<file path="src/rtl/risci_fetch_unit_pkg.sv">
// risci_pkg: shared widths, queue entry type and fetch FSM states for the
// risci instruction fetch front-end.
package risci_pkg;

    // Virtual address and instruction widths used throughout the core
    localparam int VLEN = 64;
    localparam int ILEN = 32;

    // One prefetch queue slot: the word and the PC it was fetched from
    typedef struct packed {
        logic [VLEN-1:0] pc;
        logic [ILEN-1:0] inst;
    } fetch_entry_t;

    // IDLE: no request on the bus
    // REQ : a live request whose response will be enqueued
    // DROP: a request made stale by a redirect, waiting only to be retired
    typedef enum logic [1:0] {
        IDLE = 2'd0,
        REQ  = 2'd1,
        DROP = 2'd2
    } fetch_state_t;

    // Force word alignment of a fetch address
    function automatic logic [VLEN-1:0] alignPc(input logic [VLEN-1:0] pc);
        return pc & ~(VLEN'(3));
    endfunction

endpackage

</file>
<file path="src/rtl/risci_fetch_unit_queue.sv">
// risci_fetch_queue: DEPTH-entry FIFO of fetch_entry_t feeding the decoder.
// Synchronous flush beats push and pop; the head output holds the most
// recently popped entry while the queue is empty.
module risci_fetch_queue
    import risci_pkg::*;
#(
    parameter int DEPTH = 4
) (
    input  logic                     clk,
    input  logic                     rst,
    input  logic                     i_push,
    input  fetch_entry_t             i_pushEntry,
    input  logic                     i_pop,
    input  logic                     i_flush,
    output fetch_entry_t             o_head,
    output logic                     o_valid,
    output logic [$clog2(DEPTH):0]   o_count
);

    localparam int PW = $clog2(DEPTH);
    localparam int CW = PW + 1;

    fetch_entry_t    r_mem [DEPTH];
    fetch_entry_t    r_lastPop;
    logic [PW-1:0]   r_wrPtr;
    logic [PW-1:0]   r_rdPtr;
    logic [CW-1:0]   r_count;

    logic            w_empty;
    logic            w_full;
    logic            w_doPush;
    logic            w_doPop;

    assign w_empty  = (r_count == '0);
    assign w_full   = (r_count == CW'(DEPTH));
    assign w_doPop  = i_pop && !w_empty && !i_flush;
    assign w_doPush = i_push && !i_flush && (!w_full || w_doPop);

    // Entry storage; contents need no reset because count gates visibility
    always_ff @(posedge clk) begin
        if (w_doPush) begin
            r_mem[r_wrPtr] <= i_pushEntry;
        end
    end

    // Read/write indices and occupancy, cleared together on flush
    always_ff @(posedge clk or posedge rst) begin
        if (rst) begin
            r_wrPtr <= '0;
            r_rdPtr <= '0;
            r_count <= '0;
        end else if (i_flush) begin
            r_wrPtr <= '0;
            r_rdPtr <= '0;
            r_count <= '0;
        end else begin
            if (w_doPush) begin
                r_wrPtr <= r_wrPtr + PW'(1);
            end
            if (w_doPop) begin
                r_rdPtr <= r_rdPtr + PW'(1);
            end
            unique case ({w_doPush, w_doPop})
                2'b10:   r_count <= r_count + CW'(1);
                2'b01:   r_count <= r_count - CW'(1);
                default: r_count <= r_count;
            endcase
        end
    end

    // Remember the entry handed out last so the head is stable when empty
    always_ff @(posedge clk or posedge rst) begin
        if (rst) begin
            r_lastPop <= '0;
        end else if (w_doPop) begin
            r_lastPop <= r_mem[r_rdPtr];
        end
    end

    assign o_head  = w_empty ? r_lastPop : r_mem[r_rdPtr];
    assign o_valid = !w_empty;
    assign o_count = r_count;

endmodule

</file>
<file path="src/rtl/risci_fetch_unit.sv">
// risci_fetch_unit: instruction fetch front-end for risci_core.
// Issues one outstanding word request at a time, buffers responses with their
// PC in risci_fetch_queue and hands them to decode over valid/ready. A redirect
// flushes the queue, restarts at the new PC and retires any stale request.
// Optional build macro RISCI_FETCH_PERF_EN adds fetch/stall counters.
module risci_fetch_unit
    import risci_pkg::*;
#(
    parameter int              DEPTH    = 4,
    parameter logic [VLEN-1:0] RESET_PC = '0
) (
    input  logic             clk,
    input  logic             rst,
    output logic [VLEN-1:0]  imem_addr,
    output logic             imem_req,
    input  logic             imem_ack,
    input  logic [ILEN-1:0]  imem_data,
    output logic [ILEN-1:0]  inst,
    output logic [VLEN-1:0]  inst_pc,
    output logic             inst_valid,
    input  logic             inst_ready,
    input  logic             redirect,
    input  logic [VLEN-1:0]  redirect_pc,
    input  logic             hlt
`ifdef RISCI_FETCH_PERF_EN
    ,
    output logic [63:0]      perf_fetched,
    output logic [63:0]      perf_stall
`endif
);

    localparam int PW = $clog2(DEPTH);
    localparam int CW = PW + 2;

    fetch_state_t     r_state;
    fetch_state_t     w_nextState;
    logic [VLEN-1:0]  r_fetchPc;
    logic [VLEN-1:0]  r_dropAddr;

    logic [PW:0]      w_count;
    logic [CW-1:0]    w_countNext;
    logic             w_qValid;
    logic             w_push;
    logic             w_pop;
    logic             w_canIssue;
    fetch_entry_t     w_pushEntry;
    fetch_entry_t     w_head;

    // A redirect suppresses both the same-cycle pop and the same-cycle push
    assign w_pop       = w_qValid && inst_ready && !redirect;
    assign w_push      = (r_state == REQ) && imem_ack && !redirect;
    assign w_countNext = CW'(w_count) + CW'(w_push) - CW'(w_pop);
    assign w_canIssue  = !hlt && !redirect && (w_countNext < CW'(DEPTH));

    assign w_pushEntry.pc   = r_fetchPc;
    assign w_pushEntry.inst = imem_data;

    risci_fetch_queue #(
        .DEPTH (DEPTH)
    ) u_queue (
        .clk         (clk),
        .rst         (rst),
        .i_push      (w_push),
        .i_pushEntry (w_pushEntry),
        .i_pop       (w_pop),
        .i_flush     (redirect),
        .o_head      (w_head),
        .o_valid     (w_qValid),
        .o_count     (w_count)
    );

    assign inst       = w_head.inst;
    assign inst_pc    = w_head.pc;
    assign inst_valid = w_qValid;

    // FSM state register
    always_ff @(posedge clk or posedge rst) begin
        if (rst) begin
            r_state <= IDLE;
        end else begin
            r_state <= w_nextState;
        end
    end

    // Next state and memory-side outputs; a request is held until acked
    always_comb begin
        w_nextState = r_state;
        imem_req    = 1'b0;
        imem_addr   = r_fetchPc;
        unique case (r_state)
            IDLE: begin
                if (w_canIssue) begin
                    w_nextState = REQ;
                end
            end
            REQ: begin
                imem_req = 1'b1;
                if (imem_ack) begin
                    w_nextState = w_canIssue ? REQ : IDLE;
                end else if (redirect) begin
                    w_nextState = DROP;
                end
            end
            DROP: begin
                imem_req  = 1'b1;
                imem_addr = r_dropAddr;
                if (imem_ack) begin
                    w_nextState = w_canIssue ? REQ : IDLE;
                end
            end
            default: begin
                w_nextState = IDLE;
            end
        endcase
    end

    // Fetch PC advances on each accepted word and jumps on redirect
    always_ff @(posedge clk or posedge rst) begin
        if (rst) begin
            r_fetchPc  <= alignPc(RESET_PC);
            r_dropAddr <= alignPc(RESET_PC);
        end else begin
            if (redirect) begin
                r_fetchPc <= alignPc(redirect_pc);
            end else if (w_push) begin
                r_fetchPc <= r_fetchPc + VLEN'(4);
            end
            if ((r_state == REQ) && redirect && !imem_ack) begin
                r_dropAddr <= r_fetchPc;
            end
        end
    end

`ifdef RISCI_FETCH_PERF_EN
    logic [63:0] r_perfFetched;
    logic [63:0] r_perfStall;

    // Saturating counters for accepted words and starved non-halted cycles
    always_ff @(posedge clk or posedge rst) begin
        if (rst) begin
            r_perfFetched <= '0;
            r_perfStall   <= '0;
        end else begin
            if (w_push && (r_perfFetched != '1)) begin
                r_perfFetched <= r_perfFetched + 64'd1;
            end
            if (!w_qValid && !hlt && (r_perfStall != '1)) begin
                r_perfStall <= r_perfStall + 64'd1;
            end
        end
    end

    assign perf_fetched = r_perfFetched;
    assign perf_stall   = r_perfStall;
`endif

endmodule

</file>
<file path="config.mk">
export PLATFORM = sky130hd
export DESIGN_NAME = risci_fetch_unit
export DESIGN_NICKNAME = d
export VERILOG_FILES = /design/src/rtl/risci_fetch_unit_pkg.sv /design/src/rtl/risci_fetch_unit_queue.sv /design/src/rtl/risci_fetch_unit.sv
export SDC_FILE = /design/constraint.sdc
export NUM_CORES = 1
export LEC_CHECK = 0
export ABC_AREA = 1
export BUFFER_PORTS_ARGS = -buffer_cell sky130_fd_sc_hd__buf_4
export CORE_MARGIN = 2
export CORE_UTILIZATION = 45
export DETAILED_ROUTE_END_ITERATION = 7
export PLACE_DENSITY = 0.66
export SETUP_SLACK_MARGIN = 0.15
export SLEW_MARGIN = 20
export SYNTH_ARGS = -nofsm -noshare
export SYNTH_HDL_FRONTEND = slang
export SYNTH_SLANG_ARGS = --single-unit
</file>
<file path="constraint.sdc">
create_clock -name clk -period 6.7 [get_ports clk]
set_input_delay 0.67 -clock clk [delete_from_list [all_inputs] [get_ports clk]]
set_output_delay 0.67 -clock clk [all_outputs]
set_load 0.01 [all_outputs]
</file>
Yosys cells after proc, flatten, opt, wreduce, memory -nomap -nowiden
Memories as Yosys holds them, arrays and structs flattened.
Index checks and enable logic that the tools add are counted.
{"block": "totals", "elab_cells": 70, "in_bits": 102, "mem_count": 1, "ramBits": 384, "regBits": 233}
{"name": "u_queue.r_mem", "words": 4, "width": 96, "read_ports": 1, "rd_clocked_by_memory_dff": 0, "write_ports": 1, "line_no": "risci_fetch_unit_queue.sv:23", "text": "fetch_entry_t r_mem [DEPTH];"}
{"block": "op_classes", "add_sub_neg": 7, "reduce_logical": 26, "n_mux": 19, "order_cmp": 1, "eq_ne": 8}
{"operator": "2-to-1 mux 64 bit", "n": 3}
{"operator": "2-to-1 mux 96 bit", "n": 1}
{"operator": "adder 64 x 3 -> 64 bit, second input constant", "n": 1}
{"operator": "2-to-1 mux 2 bit", "n": 8}
{"operator": "logical AND 1 bit", "n": 12}
{"operator": "case mux 2 bit (3 select lines)", "n": 1}
{"operator": "case mux 3 bit (2 select lines)", "n": 1}
{"operator": "nonzero test 2 bit", "n": 3}
{"operator": "logical NOT 1 bit", "n": 5}
{"operator": "adder 2 x 1 -> 2 bit, second input constant", "n": 2}
{"operator": "adder 3 x 1 -> 4 bit", "n": 1}
{"operator": "equality test 2 x 1 -> 1 bit, second input constant", "n": 2}
{"operator": "equality test 2 bit, second input constant", "n": 2}
{"operator": "< comparator 4 x 3 -> 1 bit, second input constant", "n": 1}
{"operator": "2-to-1 mux 1 bit", "n": 4}
{"operator": "!= test 2 bit, second input constant", "n": 2}
{"operator": "subtractor 4 x 1 -> 4 bit", "n": 1}
{"operator": "adder 3 x 1 -> 3 bit, second input constant", "n": 1}
{"operator": "equality test 3 bit, second input constant", "n": 1}
{"operator": "logical NOT 3 bit", "n": 1}
{"operator": "2-to-1 mux 3 bit", "n": 1}
{"operator": "!= test 3 bit, second input constant", "n": 1}
{"operator": "AND reduction 3 bit", "n": 1}
{"operator": "nonzero test 3 bit", "n": 1}
{"operator": "4 further kinds", "n": 4}

Longest topological paths before layout
{"block": "logic_depth", "word_depth": 11, "ltp_mapped": 17, "ltp_nobuf": 16}

Hierarchy
A second synthesis with hierarchy kept.
{"block": "hier_totals", "cells_unflattened": 2838, "area_unflattened_um2": 27435.1}
{"mod": "risci_fetch_queue", "cells_each": 1611, "n_inst": 1, "area_per_inst_um2": 19359.8}
{"mod": "risci_fetch_unit", "cells_each": 1227, "n_inst": 1, "area_per_inst_um2": 8075.2}

Worst setup path before layout
Ideal clock, no wire load.
{"block": "synth_timing", "path_kind": "input -> register", "start": "input port redirect", "end": "memory u_queue.r_mem[0][0] (netlist bit) (enable)", "slack_ps": 1015, "setup_ps": 547, "required_time_ps": 6153, "arrival_ps": 5138, "cell_stages": 6, "n_path_buf": 1, "path_cell_list": "buf_4 nor2_8 inv_2 nand3_2 nand2_2 nor2_1"}
{"block": "synth_via", "elab_chain_len": 8}
{"item": "start: declaration", "line_no": "risci_fetch_unit.sv:22", "text": "input logic redirect,"}
{"item": "logical NOT 1 bit (*)"}
{"item": "logical AND 1 bit", "line_no": "risci_fetch_unit.sv:50", "text": "assign w_pop = w_qValid && inst_ready && !redirect;"}
{"item": "logical AND 1 bit (2 in a row)", "line_no": "risci_fetch_unit_queue.sv:36", "text": "assign w_doPop = i_pop && !w_empty && !i_flush;"}
{"item": "logical OR 1 bit", "line_no": "risci_fetch_unit_queue.sv:37", "text": "assign w_doPush = i_push && !i_flush && (!w_full || w_doPop);"}
{"item": "logical AND 1 bit (*)", "line_no": "risci_fetch_unit_queue.sv:37"}
{"item": "2-to-1 mux 1 bit (*)", "line_no": "risci_fetch_unit_queue.sv:41", "text": "if (w_doPush) begin"}
{"item": "2-to-1 mux 1 bit (not written as such) (*)", "line_no": "risci_fetch_unit_queue.sv:42", "text": "r_mem[r_wrPtr] <= i_pushEntry;"}
{"item": "end: declaration", "line_no": "risci_fetch_unit_queue.sv:23"}
Every way passes the cells marked *; elsewhere a longest branch is shown, timed or not.

Final worst setup path
{"block": "layout_timing", "start": "register u_queue.r_rdPtr[1]", "end": "output port inst_pc[25]"}
{"block": "layout_via", "elab_chain_len": 2}
{"item": "start: declaration", "line_no": "risci_fetch_unit_queue.sv:26", "text": "logic [PW-1:0] r_rdPtr;"}
{"item": "start signal: assignment", "line_no": "risci_fetch_unit_queue.sv:61", "text": "r_rdPtr <= r_rdPtr + PW'(1);"}
{"item": "memory read (4 x 96 bit)"}
{"item": "2-to-1 mux 96 bit", "line_no": "risci_fetch_unit_queue.sv:80", "text": "assign o_head = w_empty ? r_lastPop : r_mem[r_rdPtr];"}
{"item": "end: declaration", "line_no": "risci_fetch_unit.sv:19", "text": "output logic [VLEN-1:0] inst_pc,"}
No other way between the ends.

==> qor.csv <==
metric;value;unit
cts_tree;done;
syn_area;26700;um2
powerDensity;401;nW/um2
cts_setup_buffers;0;
cts-root-buf;clkbuf_16;
synth_warnings;0;
ys.flop_type;edfxtp_1;
pin_count;264;
cts_made_buffers;67;
drt_iter0_drc;1650;
cp-end-kind;primary output;
place.gp.congestion;0.938;
nFillCells;5187;
rsz0062_at_grt;no;
grt_pass1_vias;19339;
synthCells;2767;
wl;73.5;mm
syn2layout_area_growth;18.1;%
yosysMostFrequentCell;nand2_1;
synth_area_per_cell;9.66;um2
crit_arrival;3.85;ns
async_flop_share;37.6;%
drive_gt1_share;13.7;%
first_pass_iters;5;
hpwl;47.5;mm
power;12.7;mW
crit_fanout;49;
yosysSeqAreaShare;63.5;%
worstSkewPairLatency;0.61;ns
min_from;imem_data[6];
drc;0;
grtUsageTotal;23.8;%
chipWidth;248;um
final_cells;3798;
num_vias;20310;
insertedDiodeCount;0;
period_needed;4.52;ns
antenna_left;0;
critPathKind;register to primary output;
finish.utilization;53.6;%
status;complete, no violations;
grt_max_degree;125;
worst_pin_slew;1.04;ns
synth_area_leaders;edfxtp_1 (42%), dfrtp_1 (21%), o21ai_0 (9.0%);
core_area;58900;um2
min_period_over_period;67.5;%
start_util;45.4;%
crit_required;6.03;ns
hold_slack;0.262;ns
crit_start;u_queue.r_rdPtr[1]$_DFFE_PP0P_;
wl_per_cell;19.3;um
relSlewSlack;31.0;%
synth_top_area_share;42.3;%
synth-seq-cells;603;
die_y;248;um
clock-sinks;603;
clkTransAtPathRegs;0.06;ns
multi_input_comb_area;8260;um2
max-vdd-ir-drop;0.212;mV
ys_types;40;
antenna_found_initial;0;
synth_edf_count;376;
maxSlewViolCount;0;
grt_remaining_overflow;0;
port_buffers;257;
seq_area;17000;um2
synthTopCellsByCount;nand2_1 (636), o21ai_0 (481), edfxtp_1 (376);
cp-start-kind;register;
hold_path_class;primary input to register;
dieArea;61300;um2
cts.htree.levels;3;
yosysTopAreaCell;edfxtp_1;
clock_skew;0.0244;ns
clk_path_buf_depth;3;
dp_cells;3672;
setup_viol;0;
nNetsFinal;3085;
grt_pass1_wl;111;mm
viasPerCell;5.35;
rr_startpoint;r_state[1]$_DFFE_PP0P_;
hold_viol;0;
fmax;0.221;GHz
tns;0;ns
cap_violations;0;
num_rows;89;
power_leakage;12.7;nW
[state kept, by name, indices dropped and copies added (netlist names)]
signal,flops
u_queue.r_lastPop,94
u_queue.r_wrPtr,2
r_dropAddr,62
r_fetchPc,62
r_state,2
u_queue.r_mem,376
u_queue.r_rdPtr,2
u_queue.o_count,3
[routing by layer]
| layer | vias up | global-route usage, % | share of wire, % |
|---|---|---|---|
| met4 | 0 | 6.73 | 2.0 |
| li1 | 9696 | - | - |
| met1 | 9928 | 33.2 | 44 |
| met3 | 78 | 3.21 | 5.8 |
| met5 | - | 0 | 0 |
| met2 | 608 | 39.2 | 48 |
[metrics by stage]
step / setup WS, ns / instance area (um2)
after global routing: 1.97 / 31600
after global placement: 2.69 / 29200
after CTS: 2.05 / 31500
final: 2.18 / 31600
after detailed placement: 2.69 / 29300
after floorplan: 1.01 / 26700
[final timing paths]
path                                                           to  slack [ns]  cells after the start
worst max-delay path                                  inst_pc[25]        2.18                      7
worst min-delay path                u_queue.r_mem[3][6]$_DFFE_PP_        0.26                      1
worst max register to register             r_state[1]$_DFFE_PP0P_        3.20                     17
worst min register to register         r_dropAddr[44]$_DFFE_PP0P_        0.48                      2
max in group asynchronous       u_queue.r_lastPop[82]$_DFFE_PP0N_        4.44                      5
min in group asynchronous               r_dropAddr[7]$_DFFE_PP0P_        0.53                      3
[cells by family after synthesis]
kind of cell	Yosys count	synth area share (%)
AO/OA/AOI/OAI	670	13.2
flip-flops	603	63.5
adder cells (fa/ha/maj)	13	0.637
other	1	0.0140
buffers and inverters	388	5.83
AND/OR/NAND/NOR	1057	15.7
XOR/XNOR	35	1.15
[final cells by class]
class / count / area share, %
Multi-Input combinational cell: 1779 / 26.2
Tap cell: 773 / 3.06
Inverter: 237 / 2.84
Timing Repair Buffer: 282 / 6.98
Sequential cell: 603 / 53.8
Clock buffer: 88 / 5.89
Clock inverter: 36 / 1.26
[worst max-delay path, stage by stage (launching register included)]
cell and delay [ns]:
dfrtp_2 0.92, clkinv_2 0.90, buf_4 0.57, o21ai_0 0.14
o22ai_1 0.12, nand2_1 0.06, o21ai_0 0.27, buf_4 0.25
[cells in the final DEF, fill, tap and decap left out, types with 2 or more instances in the layout]
cell / synthesis / final
nand2_1: 636 / 636
o21ai_0: 481 / 481
edfxtp_1: 376 / 376
nor2_1: 320 / 316
buf_4: 13 / 275
inv_1: 229 / 227
dfrtp_1: 227 / 225
o22ai_1: 95 / 95
clkbuf_16: 0 / 69
nand3_1: 67 / 67
o21ai_1: 66 / 66
xor2_1: 34 / 34
clkbuf_1: 95 / 13
nand4_1: 12 / 12
clkinv_2: 0 / 11
ha_1: 12 / 11
o211ai_1: 9 / 9
clkinv_1: 2 / 8
clkinvlp_4: 0 / 8
a21oi_1: 8 / 8
nor2_4: 3 / 7
bufinv_16: 0 / 7
clkbuf_8: 0 / 6
inv_2: 6 / 5
buf_12: 0 / 5
nor3_1: 4 / 4
o21bai_1: 4 / 4
conb_1: 1 / 4
inv_6: 0 / 4
nand2_2: 3 / 3
nand3b_1: 3 / 3
a31oi_1: 3 / 3
nor3_2: 2 / 2
[report_power, final]
group	internal, mW	switching (mW)
clock	2.24	1.50
combinational	1.47	2.35
sequential	4.62	0.481
total	8.33	4.33
[timing repair]
item / in CTS / in global routing
gates resized for setup: 0 / 0
hold endpoints to repair: 3 / 0
hold buffers: 1 / 0
Power figures use the tool's default switching activity.
